**config.mk**
```make
export PLATFORM = sky130hd
export DESIGN_NAME = mem_port_arbiter
export DESIGN_NICKNAME = d
export VERILOG_FILES = /design/src/rtl/mem_arb_pkg.sv /design/src/rtl/mem_arb_pick.sv /design/src/rtl/mem_port_arbiter.sv
export SDC_FILE = /design/constraint.sdc
export NUM_CORES = 1
export LEC_CHECK = 0
export ABC_AREA = 1
export BUFFER_PORTS_ARGS = -buffer_cell sky130_fd_sc_hd__buf_2
export CORE_MARGIN = 10
export CORE_UTILIZATION = 51
export DETAILED_ROUTE_END_ITERATION = 8
export GPL_TIMING_DRIVEN = 0
export PLACE_DENSITY = 0.84
export REMOVE_ABC_BUFFERS = 1
export SKIP_CTS_REPAIR_TIMING = 1
export SLEW_MARGIN = 20
export SYNTH_ARGS = -nofsm -noshare
export SYNTH_HDL_FRONTEND = slang
export SYNTH_SLANG_ARGS = --single-unit
```
**constraint.sdc**
```tcl
create_clock -name clk -period 11.6 [get_ports clk]
set_input_delay 2.32 -clock clk [delete_from_list [all_inputs] [get_ports clk]]
set_output_delay 2.32 -clock clk [all_outputs]
set_load 0.05 [all_outputs]
```
**src/rtl/mem_arb_pkg.sv**
```systemverilog
// Shared types for the IF/MEM memory port arbiter: FSM states, owner encoding
// and the all-bytes enable used for fetches.
package mem_arb_pkg;

  typedef enum logic [1:0] {
    IDLE  = 2'd0,
    ISSUE = 2'd1,
    WAIT  = 2'd2,
    RESP  = 2'd3
  } arb_state_t;

  typedef enum logic {
    OWN_IF = 1'b0,
    OWN_DM = 1'b1
  } owner_t;

  localparam logic [3:0] BE_ALL = 4'hF;

endpackage

```
**src/rtl/mem_arb_pick.sv**
```systemverilog
// Winner select for the memory port: data side has priority, fetch is forced
// through after STARVE_MAX consecutive lost conflicts.
module mem_arb_pick
  import mem_arb_pkg::*;
#(
  parameter int STARVE_MAX = 4
) (
  input  logic   clk,
  input  logic   reset,
  input  logic   en,
  input  logic   if_req,
  input  logic   dm_req,
  output owner_t winner
);

  localparam logic [3:0] STARVE_LIM = 4'(STARVE_MAX);

  logic [3:0] starve_cnt;
  logic       conflict;
  logic       if_forced;

  assign conflict  = if_req & dm_req;
  assign if_forced = conflict && (starve_cnt == STARVE_LIM);

  always_comb begin
    winner = OWN_IF;
    if (dm_req && !if_forced) winner = OWN_DM;
  end

  // Counter only moves on a real grant decision; DM winning alone leaves it alone.
  always_ff @(posedge clk) begin
    if (!reset) begin
      starve_cnt <= 4'd0;
    end else if (en && (if_req || dm_req)) begin
      if (winner == OWN_IF) starve_cnt <= 4'd0;
      else if (conflict)    starve_cnt <= starve_cnt + 4'd1;
    end
  end

endmodule

```
**src/rtl/mem_port_arbiter.sv**
```systemverilog
// Shares one single-ported memory between instruction fetch and the MEM stage,
// one transaction at a time. Define MEM_ARB_PERF_EN to add performance counters.
module mem_port_arbiter
  import mem_arb_pkg::*;
#(
  parameter int XLEN       = 32,
  parameter int STARVE_MAX = 4
) (
  input  logic            clk,
  input  logic            reset,
  input  logic            if_req,
  input  logic [XLEN-1:0] if_addr,
  output logic            if_gnt,
  output logic            if_rvalid,
  output logic [XLEN-1:0] if_rdata,
  input  logic            dm_req,
  input  logic            dm_we,
  input  logic [3:0]      dm_be,
  input  logic [XLEN-1:0] dm_addr,
  input  logic [XLEN-1:0] dm_wdata,
  output logic            dm_gnt,
  output logic            dm_rvalid,
  output logic [XLEN-1:0] dm_rdata,
  output logic            mem_req,
  output logic            mem_we,
  output logic [3:0]      mem_be,
  output logic [XLEN-1:0] mem_addr,
  output logic [XLEN-1:0] mem_wdata,
  input  logic            mem_gnt,
  input  logic            mem_rvalid,
  input  logic [XLEN-1:0] mem_rdata,
  output logic            busy
`ifdef MEM_ARB_PERF_EN
  ,
  output logic [31:0]     perf_conflicts,
  output logic [31:0]     perf_if_wait
`endif
);

  arb_state_t      state;
  owner_t          winner;
  owner_t          owner_p0;
  logic            req_we_p0;
  logic [3:0]      req_be_p0;
  logic [XLEN-1:0] req_addr_p0;
  logic [XLEN-1:0] req_wdata_p0;
  logic [XLEN-1:0] if_rdata_p1;
  logic [XLEN-1:0] dm_rdata_p1;
  logic            idle;
  logic            issue;
  logic            grant;

  assign idle  = (state == IDLE);
  assign issue = (state == ISSUE);
  // Grants are gated by reset so every output reads 0 while it is held.
  assign grant = idle && (if_req || dm_req) && reset;

  mem_arb_pick #(
    .STARVE_MAX (STARVE_MAX)
  ) u_pick (
    .clk    (clk),
    .reset  (reset),
    .en     (idle),
    .if_req (if_req),
    .dm_req (dm_req),
    .winner (winner)
  );

  assign if_gnt = grant && (winner == OWN_IF);
  assign dm_gnt = grant && (winner == OWN_DM);

  always_ff @(posedge clk) begin
    if (!reset) begin
      state    <= IDLE;
      owner_p0 <= OWN_IF;
    end else begin
      case (state)
        IDLE: if (grant) begin
          state    <= ISSUE;
          owner_p0 <= winner;
        end
        ISSUE:   if (mem_gnt)    state <= WAIT;
        WAIT:    if (mem_rvalid) state <= RESP;
        RESP:                    state <= IDLE;
        default:                 state <= IDLE;
      endcase
    end
  end

  // Request latch (p0): captured at grant so the requester may move on.
  always_ff @(posedge clk) begin
    if (grant) begin
      if (winner == OWN_IF) begin
        req_we_p0    <= 1'b0;
        req_be_p0    <= BE_ALL;
        req_addr_p0  <= if_addr;
        req_wdata_p0 <= '0;
      end else begin
        req_we_p0    <= dm_we;
        req_be_p0    <= dm_be;
        req_addr_p0  <= dm_addr;
        req_wdata_p0 <= dm_wdata;
      end
    end
  end

  // Memory side is driven only in ISSUE, keeping the bus at 0 otherwise.
  assign mem_req   = issue;
  assign mem_we    = issue && req_we_p0;
  assign mem_be    = issue ? req_be_p0    : 4'h0;
  assign mem_addr  = issue ? req_addr_p0  : '0;
  assign mem_wdata = issue ? req_wdata_p0 : '0;

  // Response stage (p1): per-port read data, held until that port's next response.
  always_ff @(posedge clk) begin
    if (!reset) begin
      if_rdata_p1 <= '0;
      dm_rdata_p1 <= '0;
    end else if ((state == WAIT) && mem_rvalid) begin
      if (owner_p0 == OWN_IF) if_rdata_p1 <= mem_rdata;
      else                    dm_rdata_p1 <= req_we_p0 ? '0 : mem_rdata;
    end
  end

  assign if_rdata  = if_rdata_p1;
  assign dm_rdata  = dm_rdata_p1;
  assign if_rvalid = (state == RESP) && (owner_p0 == OWN_IF);
  assign dm_rvalid = (state == RESP) && (owner_p0 == OWN_DM);
  assign busy      = !idle;

`ifdef MEM_ARB_PERF_EN
  always_ff @(posedge clk) begin
    if (!reset) begin
      perf_conflicts <= 32'd0;
      perf_if_wait   <= 32'd0;
    end else begin
      if (idle && if_req && dm_req) perf_conflicts <= perf_conflicts + 32'd1;
      if (if_req && !if_gnt)        perf_if_wait   <= perf_if_wait + 32'd1;
    end
  end
`endif

endmodule

```
== Word-level counts from Yosys, hierarchy flattened ==
Cells that the tools add are included.
W data, S select, Z words.
Word-level totals
  bits in latches: 0
  bits in registers: 140
  output and inout bits: 139
  memory bits (writable): 0
  ROM bits: 0
  memories: 0
  bits of input ports: 139
  word-level logic and storage cells: 52
Cells by class
  muxes and demuxes: 12
  eq/ne operators: 8
  bitwise gates (word level): 3
  multipliers: 0
  reductions and logical operators: 19
  add/sub/neg operators: 1
  shift-type cells: 0
  order comparisons: 0
  div/mod/pow operators: 0
Operators with widths (number)
  $mux W32: 4
  $mux W4: 3
  $logic_and A1 B1 Y1: 10
  $pmux W2 S4: 1
  $reduce_and A2 Y1: 4
  $mux W2: 3
  $ne A2 B2 Y1 const B: 3
  $add A4 B1 Y4 const B: 1
  $eq A2 B2 Y1 const B: 2
  $eq A4 B3 Y1 const B: 1
  $reduce_and A3 Y1: 1
  $eq A2 B1 Y1 const B: 1
  $logic_not A1 Y1: 2
  $logic_not A2 Y1: 1
  $ne A2 B1 Y1 const B: 1
  $not A1 Y1: 2
  $and A1 B1 Y1: 1
  $logic_or A1 B1 Y1: 1
  $mux W1: 1

== Longest topological paths before layout ==
  word-level depth: 7
  depth in mapped cells: 9
  gate-level depth less buffers: 9

== Modules after synthesis ==
Synthesis repeated with hierarchy kept, for this count alone.
Unflattened totals
  cells, all modules: 753
  area total of the unflattened synthesis: 6118.4 µm²
By module, submodules not included
  mem_port_arbiter: area an instance 5880.6 µm², instances 1, seq. area each 3413.3 µm², cells an instance 718
  mem_arb_pick: area an instance 237.7 µm², instances 1, seq. area each 80.1 µm², cells an instance 35

== Worst setup path before layout ==
No wires, ideal clock.
  path type: input-to-output
  start point: in reset
  end point: out if_gnt
  required time: 9280 ps
  buffers on the path: 0
  path slack: 3484 ps
  arrival time: 5796 ps
  cell stages on the path: 4
  path through: inv_2 nor3_2 nand2_1 inv_1
Between the ends
  word-level cells in the longest chain between the ends: 2
Ends and longest elaborated chain
  start: declaration: line mem_port_arbiter.sv:10  | input logic reset,
  $logic_and A1 B1 Y1: line mem_port_arbiter.sv:56  | assign grant = idle && (if_req || dm_req) && reset;
  via grant: line mem_port_arbiter.sv:51  | logic grant;
  $logic_and A1 B1 Y1: line mem_port_arbiter.sv:69  | assign if_gnt = grant && (winner == OWN_IF);
  end: declaration: line mem_port_arbiter.sv:13  | output logic if_gnt,
The timed path passes the listed nets, and every way through them passes these cells.

== Final worst setup path ==
Ends and elaborated chain as after synthesis.

==> impl_results.md <==
- Post-synthesis adder-cell area fraction: under 10%
- Core area: 12000 um^2
- Drt pass-1 iters: 5
- Final hold viol count: 0
- Inst Count DP: 1143
- Final Instance Count excl. Fillers: 1176
- Share of cells above drive strength 1: between 30% and 40%
- Rel. slew slack: 29.1%
- Share of the clock period used by the worst path after layout: between 50% and 60%
- Routed Antenna Nets: 0
- Row cnt: 40
- Register area: roughly 3500 um^2
- Tmin final: 6880 ps
- Mapped cell area: 6200 um^2
- CTS tree: yes
- Required @ worst endpoint: 9280 ps
- Post-synthesis xor/xnor area fraction: 0%
- Vias in the first global route: 5647
- Clock Skew: 8.47 ps
- Max stage delay on crit path: 670 ps
- Mux contribution to synthesized area: 0%
- Unrepaired setup endpoints after global routing: false
- Distinct cells, synth: 24
- Leakage dissipation: 4.62 nW
- Total grt overflow: 0
- Crit-path leading delay family: buffers and inverters
- PwrDens: 239 nW/um^2
- Met1 Use GR: 24.1%
- Die area: about 17000 um^2
- Maximum clock frequency: 0.145 GHz
- Routability cong.: 0.833
- Yosys warnings: 0
- Deepest clock path buffer count: 2
- IO buf count: between 200 and 300
- Setup CP Type: in2out
- Clock Sinks: 140
- Crit path cell chain: buf_2, inv_2, nor3_4, nand2_1, inv_1, buf_2
- DR vias: 5740
- Critical Path Source Type: input port
- Iter 0 DRT Violations: 464
- Combinational family with the most area after synthesis: simple AND/OR/NAND/NOR gates
- Most used cell, CP: buf_2
- Clock Pin Slew Worst Setup and Hold Paths: 60 ps
- HPWL Detailed: around 14 mm
- Slew Limit Fails: 0
- Final setup vio count: 0
- Root buffer cell: clkbuf_16
- Worst setup EP type: output pin
- Num ports: 278
- Post-Synth Simple-Gate Area: 25.0%
- First-pass GRT wire length: between 20 and 30 mm
- Die width: 130 um
- Status: completed
- Finished Core Util: between 60% and 70%
- Fill count: 969
- Syn Area/Cell: 8.19 um^2
- Drc violations: 0
- Final wirelength: 19.5 mm
- Final setup TNS: 0 ps
- Sequential fraction of the synthesis area: 56.3%
- Number of max-cap violations: 0
- Antenna violations before repair: 3
- P&R area growth vs syn: 32.0%
- Synth Area in Compound Gates: 5.53%
- Final #Nets: between 1000 and 1500
- Routed WL per cell: 16.6 um
- Largest net degree at the start of global routing: 73
- Slowest-stage cell, CP: nor3_4
- Buf/Inv on CP: 4
- Met3 usage: 9.94%
- Most frequent cells in the layout: 277 x buf_2, 219 x nand2_1, 119 x inv_1, 107 x nor2_1, 70 x dfxtp_1
- Gate count of the mapped netlist: 758
- Met2 usage: 38.3%
- Worst VDD drop: between 0.1 and 0.15 mV
- Total GRT Usage: 22.2%
- CTS Buf Count: 17
- Die Y-Extent: 130 um
- CTS H-tree lvls: 4
- Worst Tran Pin Value: 1060 ps
- Multi-input logic area: 1990 um^2
- Starting Density: between 50% and 60%
- Number of synthesized register bits: 140
- Most Crowded Layer GR: met2
- Worst-skew pair later-pin latency: 410 ps
- Via density: 4.88
- Commonest non-fill, non-tap cell in the layout: buf_2
- Data arrival, critical path: 4560 ps
- HP Class: reg2reg
- Worst-path maximum fanout: 38
cells by family (layout without fill, tap and decap cells):
group,after synthesis,in the layout
simple gates,377,377
buf+inv,167,437
flops,140,140
compound gates,68,68
fa+ha+maj,6,6
other cells,0,1
worst register-to-register path, stage by stage (launching register included):
cell and delay, ps:
dfxtp_1 320, inv_1 100, ha_1 160, nand4_1 150, nand2_4 600, inv_2 470, nand2_1 150, nand2_1 120
report_power, final:
part / internal [W] / total, W / leakage, nW / switching [W]
clock: 0.000321 / 0.000530 / 0.293 / 0.000209
sequential: 0.000611 / 0.000641 / 1.23 / 0.0000293
combinational: 0.000168 / 0.000785 / 3.10 / 0.000617
total: 0.00110 / 0.00196 / 4.62 / 0.000856
layer usage:
metal  vias up  part of all wire, %
li1       2870                    -
met1      2591                   37
met2       253                   49
met3        22                   13
met4         4                  1.5
met5         -                 0.14
cell usage after synthesis (all sizes together):
library cell  count  area, um^2
nand2           222         841
clkbuf           11        42.5
nand4            35         219
nand3             4        20.0
or2               4        25.0
nor2            110         430
buf              33         236
edfxtp           69        2070
a21oi            34         170
ha                6        75.1
nand3b            1        7.51
o21ai            33         165
o21bai            1        7.51
dfxtp            71        1420
nor3              1        10.0
inv             123         462
worst paths after layout:
path,start,endpoint,slack [ps],cells past startpoint
max,reset,if_gnt,4720,6
min reg2reg,dm_rdata[22],dm_rdata[22],460,2
min,dm_rdata[22],dm_rdata[22],460,2
max reg2reg,u_pick.starve_cnt[0],req_addr_p0[18],9240,7
sequential cells by signal (all words and copies together) (netlist names):
name,count
dm_rdata,32
if_rdata,32
req_addr_p0,32
req_wdata_p0,32
req_be_p0,4
u_pick.starve_cnt,4
state,2
owner_p0,1
req_we_p0,1
through the flow:
step           area, um^2  setup slack (ps)  power (W)  hold slack (ps)
6_report             8190              4720    0.00196              461
5_1_grt              8190              4520    0.00205              482
4_1_cts              8190              4750    0.00197              463
3_5_place_dp         7600              4760    0.00144              453
3_3_place_gp         7500              1320    0.00142              448
2_1_floorplan        5930              3360    0.00121              497
final cells by class:
class	count	share of cell area, %
flip-flops and latches	140	42.7
multi-input cells	451	24.4
repair buffers	282	17.9
clock buffers	20	5.84
inverters	123	5.64
well taps	147	2.25
clock inverters	12	1.30
diodes	1	0.0306
(Power assumes the default switching activity.)
